`src/rtl/pipe_ctrl_pkg.sv`:
```
// Shared types and defaults for the pipeline sequencer.
package pipe_ctrl_pkg;

   typedef enum logic [1:0] {
      ST_RUN      = 2'd0,
      ST_MEM_WAIT = 2'd1,
      ST_HALT     = 2'd2
   } state_e;

   localparam int REG_AW_DEF      = 2;
   localparam int MEM_TIMEOUT_DEF = 15;
   localparam int CNT_W_DEF       = 16;

   // A flushed pipeline register holds this instruction word.
   localparam logic [9:0] NOP_INSTR = 10'b0;

endpackage

```
`src/rtl/hazard_detect.sv`:
```
// Load-use compare between the load in EX and the source registers in ID.
module hazard_detect
   import pipe_ctrl_pkg::*;
#(
   parameter int REG_AW = REG_AW_DEF
) (
   input  logic [REG_AW-1:0] id_rs1,
   input  logic [REG_AW-1:0] id_rs2,
   input  logic              id_uses_rs2,
   input  logic [REG_AW-1:0] ex_rd,
   input  logic              ex_is_load,
   output logic              load_use
);

   // r0 never creates a dependency since it always reads zero.
   assign load_use = ex_is_load && (ex_rd != '0) &&
                     ((ex_rd == id_rs1) || (id_uses_rs2 && (ex_rd == id_rs2)));

endmodule

```
`src/rtl/pipeline_ctrl.sv`:
```
// Central sequencer: pipeline register enables/flushes, RAM handshake, halt/resume.
//   state       | meaning
//   ST_RUN      | normal issue; load-use bubbles and branch squashes
//   ST_MEM_WAIT | RAM access outstanding, whole pipeline held
//   ST_HALT     | pipeline frozen until resume
module pipeline_ctrl
   import pipe_ctrl_pkg::*;
#(
   parameter int REG_AW      = REG_AW_DEF,
   parameter int MEM_TIMEOUT = MEM_TIMEOUT_DEF,
   parameter int CNT_W       = CNT_W_DEF
) (
   input  logic              clk,
   input  logic              reset,
   input  logic [REG_AW-1:0] id_rs1,
   input  logic [REG_AW-1:0] id_rs2,
   input  logic              id_uses_rs2,
   input  logic [REG_AW-1:0] ex_rd,
   input  logic              ex_is_load,
   input  logic              ex_mem_access,
   input  logic              ram_ack,
   input  logic              branch_taken,
   input  logic              halt_in,
   input  logic              resume,
   output logic              pc_en,
   output logic              ifid_en,
   output logic              idex_en,
   output logic              exmemwb_en,
   output logic              ifid_flush,
   output logic              idex_flush,
   output logic              ram_req,
   output logic [1:0]        state,
   output logic              mem_err,
   output logic [CNT_W-1:0]  stall_count
);

   localparam int WAIT_W = $clog2(MEM_TIMEOUT + 1);

   state_e              state_q, state_d;
   logic [WAIT_W-1:0]   wait_cnt_q, wait_cnt_d;
   logic                mem_err_q, mem_err_d;
   logic [CNT_W-1:0]    stall_count_q, stall_count_d;
   logic                load_use;
   logic                wait_last;

   hazard_detect #(.REG_AW(REG_AW)) u_hazard (
      .id_rs1      (id_rs1),
      .id_rs2      (id_rs2),
      .id_uses_rs2 (id_uses_rs2),
      .ex_rd       (ex_rd),
      .ex_is_load  (ex_is_load),
      .load_use    (load_use)
   );

   assign wait_last = (wait_cnt_q == WAIT_W'(MEM_TIMEOUT - 1));

   always_comb begin
      state_d       = state_q;
      wait_cnt_d    = wait_cnt_q;
      mem_err_d     = mem_err_q;
      stall_count_d = stall_count_q;
      pc_en         = 1'b0;
      ifid_en       = 1'b0;
      idex_en       = 1'b0;
      exmemwb_en    = 1'b0;
      ifid_flush    = 1'b0;
      idex_flush    = 1'b0;
      ram_req       = 1'b0;

      // Controls are forced quiet for as long as reset is held.
      if (reset) begin
         case (state_q)
            ST_RUN: begin
               pc_en      = 1'b1;
               ifid_en    = 1'b1;
               idex_en    = 1'b1;
               exmemwb_en = 1'b1;
               ram_req    = ex_mem_access;
               if (ex_mem_access && !ram_ack) begin
                  pc_en      = 1'b0;
                  ifid_en    = 1'b0;
                  idex_en    = 1'b0;
                  exmemwb_en = 1'b0;
                  wait_cnt_d = '0;
                  state_d    = ST_MEM_WAIT;
               end else begin
                  if (branch_taken) begin
                     ifid_flush = 1'b1;
                     idex_flush = 1'b1;
                  end else if (load_use) begin
                     pc_en      = 1'b0;
                     ifid_en    = 1'b0;
                     idex_flush = 1'b1;
                  end
                  if (halt_in && !ex_mem_access) state_d = ST_HALT;
               end
            end
            ST_MEM_WAIT: begin
               ram_req = 1'b1;
               if (ram_ack) begin
                  pc_en      = 1'b1;
                  ifid_en    = 1'b1;
                  idex_en    = 1'b1;
                  exmemwb_en = 1'b1;
                  ifid_flush = branch_taken;
                  idex_flush = branch_taken;
                  state_d    = ST_RUN;
               end else if (wait_last) begin
                  mem_err_d  = 1'b1;
                  wait_cnt_d = wait_cnt_q + WAIT_W'(1);
                  state_d    = ST_HALT;
               end else begin
                  wait_cnt_d = wait_cnt_q + WAIT_W'(1);
               end
            end
            ST_HALT: begin
               if (resume) state_d = ST_RUN;
            end
            default: state_d = ST_RUN;
         endcase
      end

      if (!pc_en && (state_q != ST_HALT) && (stall_count_q != {CNT_W{1'b1}}))
         stall_count_d = stall_count_q + CNT_W'(1);
   end

   always_ff @(posedge clk or negedge reset) begin
      if (!reset) begin
         state_q       <= ST_RUN;
         wait_cnt_q    <= '0;
         mem_err_q     <= 1'b0;
         stall_count_q <= '0;
      end else begin
         state_q       <= state_d;
         wait_cnt_q    <= wait_cnt_d;
         mem_err_q     <= mem_err_d;
         stall_count_q <= stall_count_d;
      end
   end

   assign state       = state_q;
   assign mem_err     = mem_err_q;
   assign stall_count = stall_count_q;

endmodule
```
`config.mk`:
```
export PLATFORM = sky130hd
export DESIGN_NAME = pipeline_ctrl
export DESIGN_NICKNAME = d
export VERILOG_FILES = /design/src/rtl/pipe_ctrl_pkg.sv /design/src/rtl/hazard_detect.sv /design/src/rtl/pipeline_ctrl.sv
export SDC_FILE = /design/constraint.sdc
export NUM_CORES = 1
export LEC_CHECK = 0
export CORE_MARGIN = 2
export CORE_UTILIZATION = 40
export CTS_CLUSTER_SIZE = 30
export DETAILED_ROUTE_END_ITERATION = 10
export PLACE_DENSITY_LB_ADDON = 0.05
export SYNTH_ARGS = -nofsm -noshare
export SYNTH_HDL_FRONTEND = slang
export SYNTH_SLANG_ARGS = --single-unit
```
`constraint.sdc`:
```
create_clock -name clk -period 1.68 [get_ports clk]
set_input_delay 0.168 -clock clk [delete_from_list [all_inputs] [get_ports clk]]
set_output_delay 0.168 -clock clk [all_outputs]
set_load 0.1 [all_outputs]
```
== Word-level counts from Yosys, hierarchy flattened ==
Cells that the tools add are included.
W data, S select, Z words.

* $add $sub $neg: 2
* Equal/unequal tests: 12
* Multiplexer cells: 30
* Bitwise gates (word level): 1
* Reductions and logical operators: 17

{| class="wikitable"
|+ Operators with widths
! cell !! number
|-
| $add A16 B1 Y16 const B || 1
|-
| $mux W1 || 16
|-
| $ne A16 B16 Y1 const B || 1
|-
| $reduce_and A4 Y1 || 3
|-
| $mux W2 || 5
|-
| $pmux W1 S2 || 5
|-
| $mux W4 || 2
|-
| $ne A2 B2 Y1 const B || 4
|-
| $pmux W4 S2 || 1
|-
| $logic_and A1 B1 Y1 || 7
|-
| $ne A3 B3 Y1 const B || 2
|-
| $pmux W2 S3 || 1
|-
| $add A4 B1 Y4 const B || 1
|-
| $eq A2 B2 Y1 || 2
|-
| $eq A4 B4 Y1 const B || 1
|-
| $reduce_bool A2 Y1 || 2
|-
| $logic_not A1 Y1 || 3
|-
| $eq A2 B1 Y1 const B || 1
|-
| $eq A2 B2 Y1 const B || 1
|-
| $logic_not A2 Y1 || 1
|-
| $logic_or A1 B1 Y1 || 1
|-
| $not A1 Y1 || 1
|}

* Register bits after elaboration: 23
* Input port bits: 15
* Logic and storage cells: 66

== Longest topological paths before layout ==
* Depth after elaboration: 12
* Mapped depth: 7

== Modules after synthesis ==
From an unflattened synthesis, not the netlist that was laid out.

* Cells, all modules: 131
* Area, all modules: 1361.3 um^2

{| class="wikitable"
|+ By module, submodules not included
! module !! instances !! cells an instance !! area an instance (um^2) !! sequential area each (um^2)
|-
| pipeline_ctrl || 1 || 122 || 1290.0 || 575.6
|-
| hazard_detect || 1 || 9 || 71.3 || 0.0
|}

== Worst setup path after synthesis ==
OpenSTA, ideal clock, no wires.

* Path type: flip-flop to output port
* Start: reg state_q[1], in the netlist state[1]
* End: out pc_en
* Arrival time: 3.298 ns
* Data required time: 1.512 ns
* Setup slack: -1.786 ns
* Cell stages (with the launch flop): 6
* Path buffers: 1
* Path through: dfrtp_1 -> nand2b_1 -> o21bai_1 -> inv_1 -> and2_1 -> buf_4

* Word-level cells in the longest chain between the ends: 3
* Elaborated cells on any way between the ends: 4

{| class="wikitable"
|+ RTL lines
! item !! RTL line !! RTL
|-
| start, declared || pipeline_ctrl.sv:39 || <nowiki>state_e state_q, state_d;</nowiki>
|-
| start signal, assigned || pipeline_ctrl.sv:134 || <nowiki>state_q <= state_d;</nowiki>
|-
| $eq A2 B1 Y1 / $logic_not A2 Y1 (equally long branches) || n/a ||
|-
| $pmux W1 S2 (*) || n/a ||
|-
| $mux W1 (*) || n/a ||
|-
| end, declared || pipeline_ctrl.sv:25 || <nowiki>output logic pc_en,</nowiki>
|}

Mark *: on every way between the ends. The rest lies on a longest branch, timed or not.

== Worst setup path after layout ==
* Start: reg stall_count_q[1], in the netlist stall_count[1]
* End: reg stall_count_q[2], in the netlist stall_count[2]

* Word-level cells in the longest chain between the ends: 2
* Elaborated cells on any way between the ends: 3

{| class="wikitable"
|+ RTL lines
! item !! RTL line !! RTL
|-
| start, declared || pipeline_ctrl.sv:42 || <nowiki>logic [CNT_W-1:0] stall_count_q, stall_count_d;</nowiki>
|-
| start signal, assigned || pipeline_ctrl.sv:137 || <nowiki>stall_count_q <= stall_count_d;</nowiki>
|-
| branches (longest 2 deep; another with $add A16 B1 Y16) || n/a ||
|}

Several ways; the timed one is not identified.
A chain may end at the register's enable or synchronous reset.

==> impl_results.md <==
* Clk pwr share at 6.0%
* PD cells at 1640 mW/mm2
* Startpoint types: flip-flop
* N_diodes at 0
* Number of synthesis warnings at 0
* Clk_lat worst skew at 0.34 ns
* Sw Share at 51.5%
* Initial DRT Pass Iterations at 4
* Number of global-route vias before repair at 1617
* RePlAce Congestion at 0.846
* Fraction of layout cells with a size suffix above 1 at 60.3%
* Synthesis-to-layout area growth at 109%
* Sequential area share after synthesis at 42.1%
* Minimum clock period after layout at 2.03 ns
* Total power draw at 0.00469 W
* Tcrit/Tclk final at 121%
* Die area at 0.00390 mm2
* Max rail drop VDD at 995 uV
* Main area contributors after synthesis: dfrtp_1 (42%), xor2_1 (9.0%), nand3_1 (4.0%)
* Mean area per synthesized cell at 9.62 um2
* Setup TNS at -5.24 ns
* Leakage power total at 1.18 nW
* Post-route DRC at 0
* Comb power frac at 74.6%
* I/O Pins at 41
* Seq. cell area at 621 um2
* Count of pins over their slew limit at 0
* Final hold viol count at 0
* CTS root buffer: clkbuf_4
* NetSw at 0.00241 W
* Reg power frac at 19.4%
* First-pass GRT wire length at 7530 um
* Fill count at 164
* #FFs+latches synth at 23
* CTS buffer count at 3
* MaxCap Viol Count at 0
* RSZ-0062 raised after global routing: yes
* Clock sink count at 23
* Row cnt at 21
* Drt wl/cell at 16.9 um
* Main flop type after synthesis: dfrtp_1
* Mapped Area at 0.00137 mm2
* Crit Path Max Fanout at 6
* Commonest cells after routing, fill and taps aside: buf_4 (51), buf_12 (27), xor2_1 (14)
* Total congestion overflow at 0
* Total Routing Usage GR at 24.8%
* Setup crit end kind: flip-flop
* Synth area leader: dfrtp_1
* Die Y at 62.4 um
* Count of cell types in the netlist at 38
* Post-synth EDFFs at 0
* Port Buffers at 40
* DR vias/cell at 5.24
* Critical path required time at 1.93 ns
* Commonest non-fill, non-tap cell in the layout: buf_4
* Antenna violations before repair at 0
* Max-slew headroom at 66.6%
* Final setup skew at 0.0120 ns
* Post-Syn Instances at 142
* Starting DRT DRC Count at 67
* Clock tree buffer depth at 2
* Synth Net Count at 160
* TritonCTS clock tree: done
* Async S/R FF share, synth at 100%
* Post-route antenna net violation count at 0
* Final WS setup at -0.350 ns
* Post-synth top area share at 42.1%
* Nets at 258
* Pin count of the biggest net entering global routing at 26
* Clk slew on worst S/H paths at 0.14 ns
* Multi-input logic area at 992 um2
* Fmax at 493 MHz
* Die W at 62.4 um
* Failing checks: negative setup slack
* Starting density of the core at 41.3%
* Outcome: complete, but fails checks
* Post-Route WL at 4830 um
* Routed vias at 1493
* DP HPWL at 3200 um
* Setup violators final at 22
* Worst endpoint data arrival time at 2.28 ns
* Core area at 0.00331 mm2
* Worst slew pin tran at 0.495 ns
* Hold crit path type: input port to async pin
* WS Path Type: flip-flop to flip-flop
* Dpl ws at -0.931 ns
* H-tree depth at 1
* Internal power at 0.00228 W
-- logic make-up after synthesis --
group / synth area share [%]
and+or+nand+nor: 28.5
DFF: 42.1
AOI/OAI and AO/OA: 10.3
xor gates and xnor gates: 9.62
buffers and inverters: 4.21
muxes: 2.47
adders and majority gates: 2.75
-- synthesized netlist by cell type (all sizes together) (3+ instances only) --
cell type and count:
a21oi 4, buf 4, dfrtp 23, ha 3
inv 6, mux2 3, nand2 12, nand3 11
nand4 4, nor2 7, nor2b 3, nor3 9
nor4 6, o21ai 7, xor2 14
-- repair_timing --
action	CTS	global route
pin swaps	20	13
endpoints found under the hold margin	0	0
resized for setup	28	11
buffers inserted	17	6
endpoints found under the setup margin	23	23
cloned	0	0
hold buffers	0	0
-- critical path, stage by stage (launching register included) --
cell,delay [ns]
dfrtp_4,0.53
ha_4,0.17
nand4_1,0.15
nor3_2,0.08
a221o_2,0.43
buf_6,0.15
nor3b_4,0.20
xor2_1,0.22
-- through the flow --
| step | util (%) | instances | hold slack [ns] | instance area [um2] |
|---|---|---|---|---|
| 2_1_floorplan | - | 142 | -0.128 | 1530 |
| 4_1_cts | 83.5 | 279 | 0.328 | 2760 |
| 3_5_place_dp | 76.1 | 264 | 0.537 | 2520 |
| 6_report | 86.3 | 285 | 0.330 | 2860 |
| 5_1_grt | 86.3 | 285 | 0.360 | 2860 |
| 3_3_place_gp | 76.1 | 264 | 0.526 | 2520 |
-- registers in the layout, summed over array words and instances, names as in the netlist --
register     flops
state            2
stall_count     16
wait_cnt_q       4
mem_err          1
-- power groups by stage --
stage               Sequential, W  Clock (W)  Combinational [W]
floorplan                 0.00199          0           0.000711
CTS                      0.000900   0.000280            0.00334
detailed placement       0.000907          0            0.00313
global route             0.000933   0.000306            0.00364
global placement         0.000890          0            0.00307
finish                   0.000908   0.000282            0.00350
-- final cells by class --
cell class	count	share of cell area, %
multi-input combinational	108	34.7
tap	46	2.01
clock inverter	1	0.175
clock buffer	3	0.788
timing repair buffer	98	39.7
inverter	6	0.919
sequential	23	21.7
-- layer usage --
metal / routed length (um) / up-vias / global-route usage [%]
met4: 142 / 0 / 14.2
met3: 215 / 14 / 4.50
li1: - / 707 / -
met5: 0 / - / 0
met2: 2710 / 56 / 44.1
met1: 1760 / 716 / 27.8
-- path summary, 6_finish.rpt --
path / start / end / slack [ns] / cells after the start
setup / recovery: stall_count[1]$_DFFE_PN0P_ / stall_count[2]$_DFFE_PN0P_ / -0.35 / 7
hold / removal: reset / stall_count[0]$_DFFE_PN0P_ / 0.33 / 2
setup reg to reg: stall_count[1]$_DFFE_PN0P_ / stall_count[2]$_DFFE_PN0P_ / -0.35 / 7
hold reg to reg: mem_err$_DFFE_PN0P_ / mem_err$_DFFE_PN0P_ / 0.57 / 1
max in group asynchronous: reset / stall_count[6]$_DFFE_PN0P_ / 1.05 / 2
min in group clk: mem_err$_DFFE_PN0P_ / mem_err$_DFFE_PN0P_ / 0.57 / 1
(Power assumes the default switching activity.)
